`src/rtl/playlist_mcu.sv`:
```
// playlist_mcu: playback controller between the debounced buttons and the song reader.
// Turns play/pause, next, prev and song_done pulses into a play enable, a song index
// and a one-cycle reset_play restart pulse. Supports four end-of-song modes and
// flags the end of the playlist with list_end.
//
// Ports:
//   clk         system clock, rising edge
//   reset       asynchronous active-low reset
//   play_pause  pulse, toggle play/pause
//   next        pulse, skip forward (shuffle pick in SHUFFLE mode)
//   prev        pulse, skip backward (always sequential)
//   song_done   pulse from note player, current song finished
//   mode        00 single, 01 loop-all, 10 repeat-one, 11 shuffle
//   play        high while a song is playing
//   song        current song index, 0..NUM_SONGS-1
//   reset_play  one-cycle restart pulse for the song reader/note player
//   list_end    one-cycle pulse when the last song finishes in single/loop-all
module playlist_mcu #(
  parameter int unsigned NUM_SONGS = 4,
  parameter int unsigned SONG_W    = 2,
  parameter logic [7:0]  LFSR_SEED = 8'hA5
) (
  input  logic              clk,
  input  logic              reset,
  input  logic              play_pause,
  input  logic              next,
  input  logic              prev,
  input  logic              song_done,
  input  logic [1:0]        mode,
  output logic              play,
  output logic [SONG_W-1:0] song,
  output logic              reset_play,
  output logic              list_end
);

  localparam int unsigned     ExtW    = SONG_W + 1;
  localparam logic [ExtW-1:0] NumExt  = ExtW'(NUM_SONGS);
  localparam logic [ExtW-1:0] LastExt = ExtW'(NUM_SONGS - 1);

  localparam logic [1:0] ModeSingle  = 2'b00;
  localparam logic [1:0] ModeLoopAll = 2'b01;
  localparam logic [1:0] ModeShuffle = 2'b11;

  typedef enum logic [2:0] {StReset, StPause, StPlay, StSkip, StDone} state_e;

  state_e            state_q, state_d;
  logic [SONG_W-1:0] song_q, song_d;
  logic              running_q, running_d;
  logic [7:0]        lfsr_q, lfsr_d;
  logic              play_q, reset_play_q, list_end_q, list_end_d;

  logic [ExtW-1:0] song_ext, inc_sum, dec_sum, song_inc, song_dec, cand, song_shuf, next_pick;
  logic [8:0]      lfsr_mod;

  // Song arithmetic one bit wider than song; sums stay below 2*NUM_SONGS so a single
  // conditional subtract is a full modulo reduction.
  always_comb begin
    song_ext  = {1'b0, song_q};
    inc_sum   = song_ext + ExtW'(1);
    song_inc  = (inc_sum >= NumExt) ? inc_sum - NumExt : inc_sum;
    dec_sum   = song_ext + LastExt;
    song_dec  = (dec_sum >= NumExt) ? dec_sum - NumExt : dec_sum;
    lfsr_mod  = {1'b0, lfsr_q} % 9'(NUM_SONGS);
    cand      = ExtW'(lfsr_mod);
    // Never pick the current song again.
    song_shuf = (cand == song_ext) ? song_inc : cand;
    next_pick = (mode == ModeShuffle) ? song_shuf : song_inc;
  end

  always_comb begin
    state_d    = state_q;
    song_d     = song_q;
    running_d  = running_q;
    list_end_d = 1'b0;
    // x^8+x^6+x^5+x^4+1, free-running
    lfsr_d     = {lfsr_q[6:0], lfsr_q[7] ^ lfsr_q[5] ^ lfsr_q[4] ^ lfsr_q[3]};
    unique case (state_q)
      StReset: state_d = StPause;
      StPause: begin
        if (play_pause) begin
          state_d = StPlay;
        end else if (next || prev) begin
          state_d   = StSkip;
          running_d = 1'b0;
          song_d    = SONG_W'(next ? next_pick : song_dec);
        end
      end
      StPlay: begin
        if (next || prev) begin
          state_d   = StSkip;
          running_d = 1'b1;
          song_d    = SONG_W'(next ? next_pick : song_dec);
        end else if (song_done) begin
          state_d    = StDone;
          list_end_d = (song_ext == LastExt) && !mode[1];
          // running doubles as the resume target out of StDone
          running_d  = (mode != ModeSingle);
          case (mode)
            ModeLoopAll: song_d = SONG_W'(song_inc);
            ModeShuffle: song_d = SONG_W'(song_shuf);
            default:     song_d = song_q;
          endcase
        end else if (play_pause) begin
          state_d = StPause;
        end
      end
      StSkip, StDone: state_d = running_q ? StPlay : StPause;
      default: state_d = StReset;
    endcase
  end

  always_ff @(posedge clk or negedge reset) begin
    if (!reset) begin
      state_q      <= StReset;
      song_q       <= '0;
      running_q    <= 1'b0;
      lfsr_q       <= LFSR_SEED;
      play_q       <= 1'b0;
      reset_play_q <= 1'b1;
      list_end_q   <= 1'b0;
    end else begin
      state_q      <= state_d;
      song_q       <= song_d;
      running_q    <= running_d;
      lfsr_q       <= lfsr_d;
      // Outputs registered alongside the state they decode.
      play_q       <= (state_d == StPlay);
      reset_play_q <= (state_d == StSkip) || (state_d == StDone) || (state_d == StReset);
      list_end_q   <= list_end_d;
    end
  end

  assign play       = play_q;
  assign song       = song_q;
  assign reset_play = reset_play_q;
  assign list_end   = list_end_q;

endmodule

```
`config.mk`:
```
export PLATFORM = sky130hd
export DESIGN_NAME = playlist_mcu
export DESIGN_NICKNAME = d
export VERILOG_FILES = /design/src/rtl/playlist_mcu.sv
export SDC_FILE = /design/constraint.sdc
export NUM_CORES = 1
export LEC_CHECK = 0
export ABC_AREA = 0
export CAP_MARGIN = 0
export CORE_MARGIN = 2
export CORE_UTILIZATION = 40
export CTS_CLUSTER_SIZE = 16
export DETAILED_ROUTE_END_ITERATION = 10
export GPL_TIMING_DRIVEN = 0
export PLACE_DENSITY_LB_ADDON = 0.15
export SLEW_MARGIN = 20
export SYNTH_ARGS = -nofsm -noshare
export SYNTH_HDL_FRONTEND = slang
export SYNTH_SLANG_ARGS = --single-unit
```
`constraint.sdc`:
```
create_clock -name clk -period 1.9 [get_ports clk]
set_input_delay 0.19 -clock clk [delete_from_list [all_inputs] [get_ports clk]]
set_output_delay 0.19 -clock clk [all_outputs]
set_load 0.03 [all_outputs]
```
Word level (Yosys, flattened, before mapping)
Cells that the tools add are included.

operators by class
  equality and inequality tests = 15
  reduce and logical (&&, ||, !) cells = 12
  magnitude comparators = 2
  bitwise operators = 3
  add/sub/neg operators = 4
  multiplexer cells = 26

operator list
  cell                   number
  $mux W2                10
  $mux W3                5
  $eq A3 B2 Y1 const B   4
  $pmux W3 S4            1
  $pmux W2 S2            2
  $mux W1                7
  $eq A3 B3 Y1 const B   2
  $ge A3 B3 Y1 const B   2
  $logic_not A3 Y1       2
  $reduce_and A5 Y1      1
  $eq A2 B2 Y1 const B   2
  $ne A2 B2 Y1 const B   2
  $ne A4 B3 Y1 const B   1
  $reduce_and A4 Y1      1
  $reduce_bool A2 Y1     2
  $sub A2 B1 Y2 const B  2
  $add A2 B1 Y3 const B  1
  $add A2 B2 Y3 const B  1
  $eq A3 B1 Y1 const B   1
  $logic_or A1 B1 Y1     3
  $ne A3 B3 Y1 const B   1
  $xor A1 B1 Y1          3
  $eq A2 B1 Y1 const B   1
  $eq A2 B2 Y1           1
  other kinds (4)        4

storage, ports and cells
  output and inout bits = 5
  flip-flop bits (word level) = 17
  word-level logic and storage cells = 69
  bits of input ports = 8

Longest topological paths before layout
  depth in word-level cells = 9
  depth in mapped cells = 6
  depth with buffers taken out = 6

Worst setup path before layout
Ideal clock, no wire load.

  path kind = register -> register
  from = register state_q[1]
  to = register running_q
  setup time = 0.127 ns
  buffers on the path = 0
  cell stages (with the launch flop) = 6
  slack = 0.019 ns
  required time = 1.773 ns
  clock period less this slack = 1.881 ns
  data arrival time = 1.754 ns
  path through = dfrtp_1 > or4_4 > a41oi_2 > nand2_1 > a21oi_2 > mux2_1

between the ends
  cells in the longest elaborated chain, start to end = 3
  elaborated cells on any way between the ends = 8
  classes of those cells = eq/ne: 5; mux: 1; reduce/logical: 2

RTL lines
  item                                                   line  RTL
  start: declaration                                     46    state_e state_q, state_d;
  start signal: assignment                               114   state_q <= StReset;
  start signal: assignment                               122   state_q <= state_d;
  $eq A3 B2 Y1 or $eq A3 B1 Y1 (tied branches)           77    unique case (state_q)
  $ne A3 B3 Y1 (no source line) (tied with other cells)  -
  $reduce_and A4 Y1 (no source line)                     -
  end signal: assignment                                 124   running_q <= running_d;
  end: declaration                                       48    logic running_q, running_d;

Parallel ways exist; a longest one is shown, timed or not.
A chain may end at the register's enable or synchronous reset.

Worst setup path after layout
Ends and elaborated chain as after synthesis.

==> impl_metrics.json <==
{
  "outcome": "finished, violations left",
  "violations": "setup timing",
  "min_period_ns": 1.91,
  "place_ws_ns": -0.355,
  "dieArea_um2": 2380,
  "critical_path_required_ns": 2.08,
  "slowest_delay_ns": 0.56,
  "vias_per_cell": 4.91,
  "clock-sinks": 17,
  "placedCellCount": 104,
  "diodes": 0,
  "grt_pass1_vias": 560,
  "clk_pin_slew_ns": 0.10,
  "hpwl_um": 1010,
  "syn_area_um2": 803,
  "drtIter0Drc": 1,
  "power.density_nw_per_um2": 1430,
  "synth_area_per_cell_um2": 12.4,
  "hold_viol": 0,
  "async_reset_ff_frac": 1.00,
  "fmax_ghz": 0.524,
  "chipHeight_um": 48.8,
  "fin_ws_ns": -0.00772,
  "cp-start-kind": "flip-flop",
  "finalCritPeriodShare": 1.00,
  "ios": 13,
  "fin_cells": 111,
  "syn-num-nets": 74,
  "cpMaxStageDelayCell": "or4_4",
  "grt_usage": 0.138,
  "vias": 545,
  "rsz0062_at_grt": "true",
  "worstMarginPinSlew_ns": 0.738,
  "finalMaxSlewViolations": 0,
  "first_pass_iters": 3,
  "wl_um": 1410,
  "cts_tree": "built",
  "hold_class": "input pin to async pin",
  "grt_max_degree": 18,
  "start_util": 0.418,
  "yosysSeqAreaShare": 0.537,
  "antenna_left": 0,
  "tns_ns": -0.00772,
  "yosysWarnings": 0,
  "portBuffers": 12,
  "synth-edff-count": 0,
  "final_area_um2": 1030,
  "path_delay_family": "simple AND/OR/NAND/NOR gates",
  "area_growth_pct": 27.7,
  "relSlewSlack": 0.506,
  "overflow": 0,
  "ys_ff_latch": 17,
  "htreeDepth": 1,
  "total_leakage_power_uw": 0.000447,
  "drive_above_1_share": 0.250,
  "cp-end-kind": "flip-flop",
  "crit_cells": 5,
  "synth.distinct_cells": 32,
  "crit_fanout": 8,
  "setup_viol": 1,
  "core.rowCount": 16,
  "reg2regPathDepth": 5,
  "irDropWorstVdd_mv": 0.867,
  "core-area_um2": 1920,
  "cp.buffers_inverters": 0,
  "grt_pass1_wl_um": 2470,
  "worstSkewPairLatency_ns": 0.29,
  "die_w_um": 48.8,
  "critPathKind": "flip-flop to flip-flop",
  "cts_inserted_buffers": 3,
  "cp_cell_sequence": "or4_4, a41oi_4, nand2_2, a21oi_2, mux2_4",
  "syn_inst": 65,
  "clock_skew_ns": 0.000593,
  "clockBufferDepth": 2,
  "cp.arrival_ns": 2.09,
  "antenna_found_initial": 0,
  "final_nets": 94,
  "place.gp.congestion": 0.752,
  "cts-root-buf": "clkbuf_4",
  "post_dp_cell_area_um2": 957,
  "drv_cap": 0,
  "synthFlopType": "dfrtp_1",
  "ctsHoldBuffers": 0,
  "drc": 0,
  "wl_per_cell_um": 12.7
}
==> placed cells by master, fill, tap and decap left out, types with 2 or more instances in the layout <==
cell type	count
or3_1	2
xnor2_1	3
dfstp_2	5
clkbuf_4	3
clkbuf_1	2
buf_4	3
nor2_1	5
nand2b_1	2
dfrtp_1	10
mux2i_1	4
o31ai_1	2
xor2_1	3
mux2_4	2
nor4_1	3
inv_1	3
dfrtp_2	2
clkdlybuf4s50_1	12
==> cell type report <==
| cell class | count | area, µm² |
|---|---|---|
| Sequential cell | 17 | 434 |
| Fill cell | 182 | 896 |
| Multi-Input combinational cell | 44 | 374 |
| Clock buffer | 4 | 26.3 |
| Inverter | 3 | 11.3 |
| Buffer | 1 | 3.75 |
| Tap cell | 27 | 33.8 |
| Timing Repair Buffer | 15 | 143 |
==> where the power goes <==
group	total, µW	switching (µW)	internal, µW
combinational	752	351	401
clock	195	113	81.7
sequential	522	77.3	445
==> synthesized netlist by cell type, drive strengths merged, types with 3 or more instances <==
cell,count,share of area
xor2,3,0.033
nor4,3,0.023
inv,3,0.014
mux2i,4,0.050
xnor2,3,0.033
nor2,5,0.023
dfstp,5,0.16
dfrtp,12,0.37
==> stage by stage <==
step / util / hold WS, ns / power (µW)
floorplan: - / -0.106 / 994
global placement: 0.498 / 0.336 / 1170
detailed placement: 0.498 / 0.347 / 1170
CTS: 0.527 / 0.348 / 1440
global route: 0.534 / 0.369 / 1570
finish: 0.534 / 0.328 / 1470
==> path summary, 6_finish.rpt <==
path                                           start                    end  slack (ns)
worst max-delay path            state_q[1]$_DFF_PN0_  running_q$_DFFE_PN0P_      -0.008
worst min-delay path                           reset   state_q[2]$_DFF_PN0_        0.33
worst max register to register  state_q[1]$_DFF_PN0_  running_q$_DFFE_PN0P_      -0.008
worst min register to register   lfsr_q[6]$_DFF_PN0_    lfsr_q[7]$_DFF_PN1_        0.36
max in group asynchronous                      reset   state_q[1]$_DFF_PN0_        1.07
min in group clk                 lfsr_q[6]$_DFF_PN0_    lfsr_q[7]$_DFF_PN1_        0.36
==> cell families after synthesis <==
logic type               Yosys count  synth area share
adder cells (fa/ha/maj)            1            0.0156
AO/OA/AOI/OAI                      9            0.0966
buffers and inverters              4            0.0187
multiplexers                       6            0.0826
flip-flops                        17             0.537
XOR/XNOR                           6            0.0654
AND/OR/NAND/NOR                   22             0.184
==> worst register-to-register path, delay by kind of cell (launching register included) <==
kind / cells / cell delay [ns]
AO/OA/AOI/OAI: 2 / 0.37
flip-flops: 1 / 0.46
multiplexers: 1 / 0.31
AND/OR/NAND/NOR: 2 / 0.67
==> sequential cells by signal (all words and copies together) (netlist names) <==
name / cells
reset_play: 1
state_q: 3
song: 2
list_end: 1
lfsr_q: 8
running_q: 1
play: 1
==> timing repair <==
item                                   4_1_cts  5_1_grt
setup endpoints to repair                    2        2
cloned                                       0        0
endpoints found under the hold margin        0        0
pin swaps                                    1        0
setup buffers                                2        1
gates resized for setup                      3        2
==> routing by layer <==
| metal | part of all wire | track usage | vias to the layer above |
|---|---|---|---|
| met5 | 0 | 0 | - |
| met4 | 0.014 | 0.0571 | 0 |
| met3 | 0.039 | 0.0491 | 4 |
| met2 | 0.47 | 0.217 | 9 |
| met1 | 0.48 | 0.173 | 255 |
| li1 | - | - | 277 |
(Power assumes the default switching activity.)
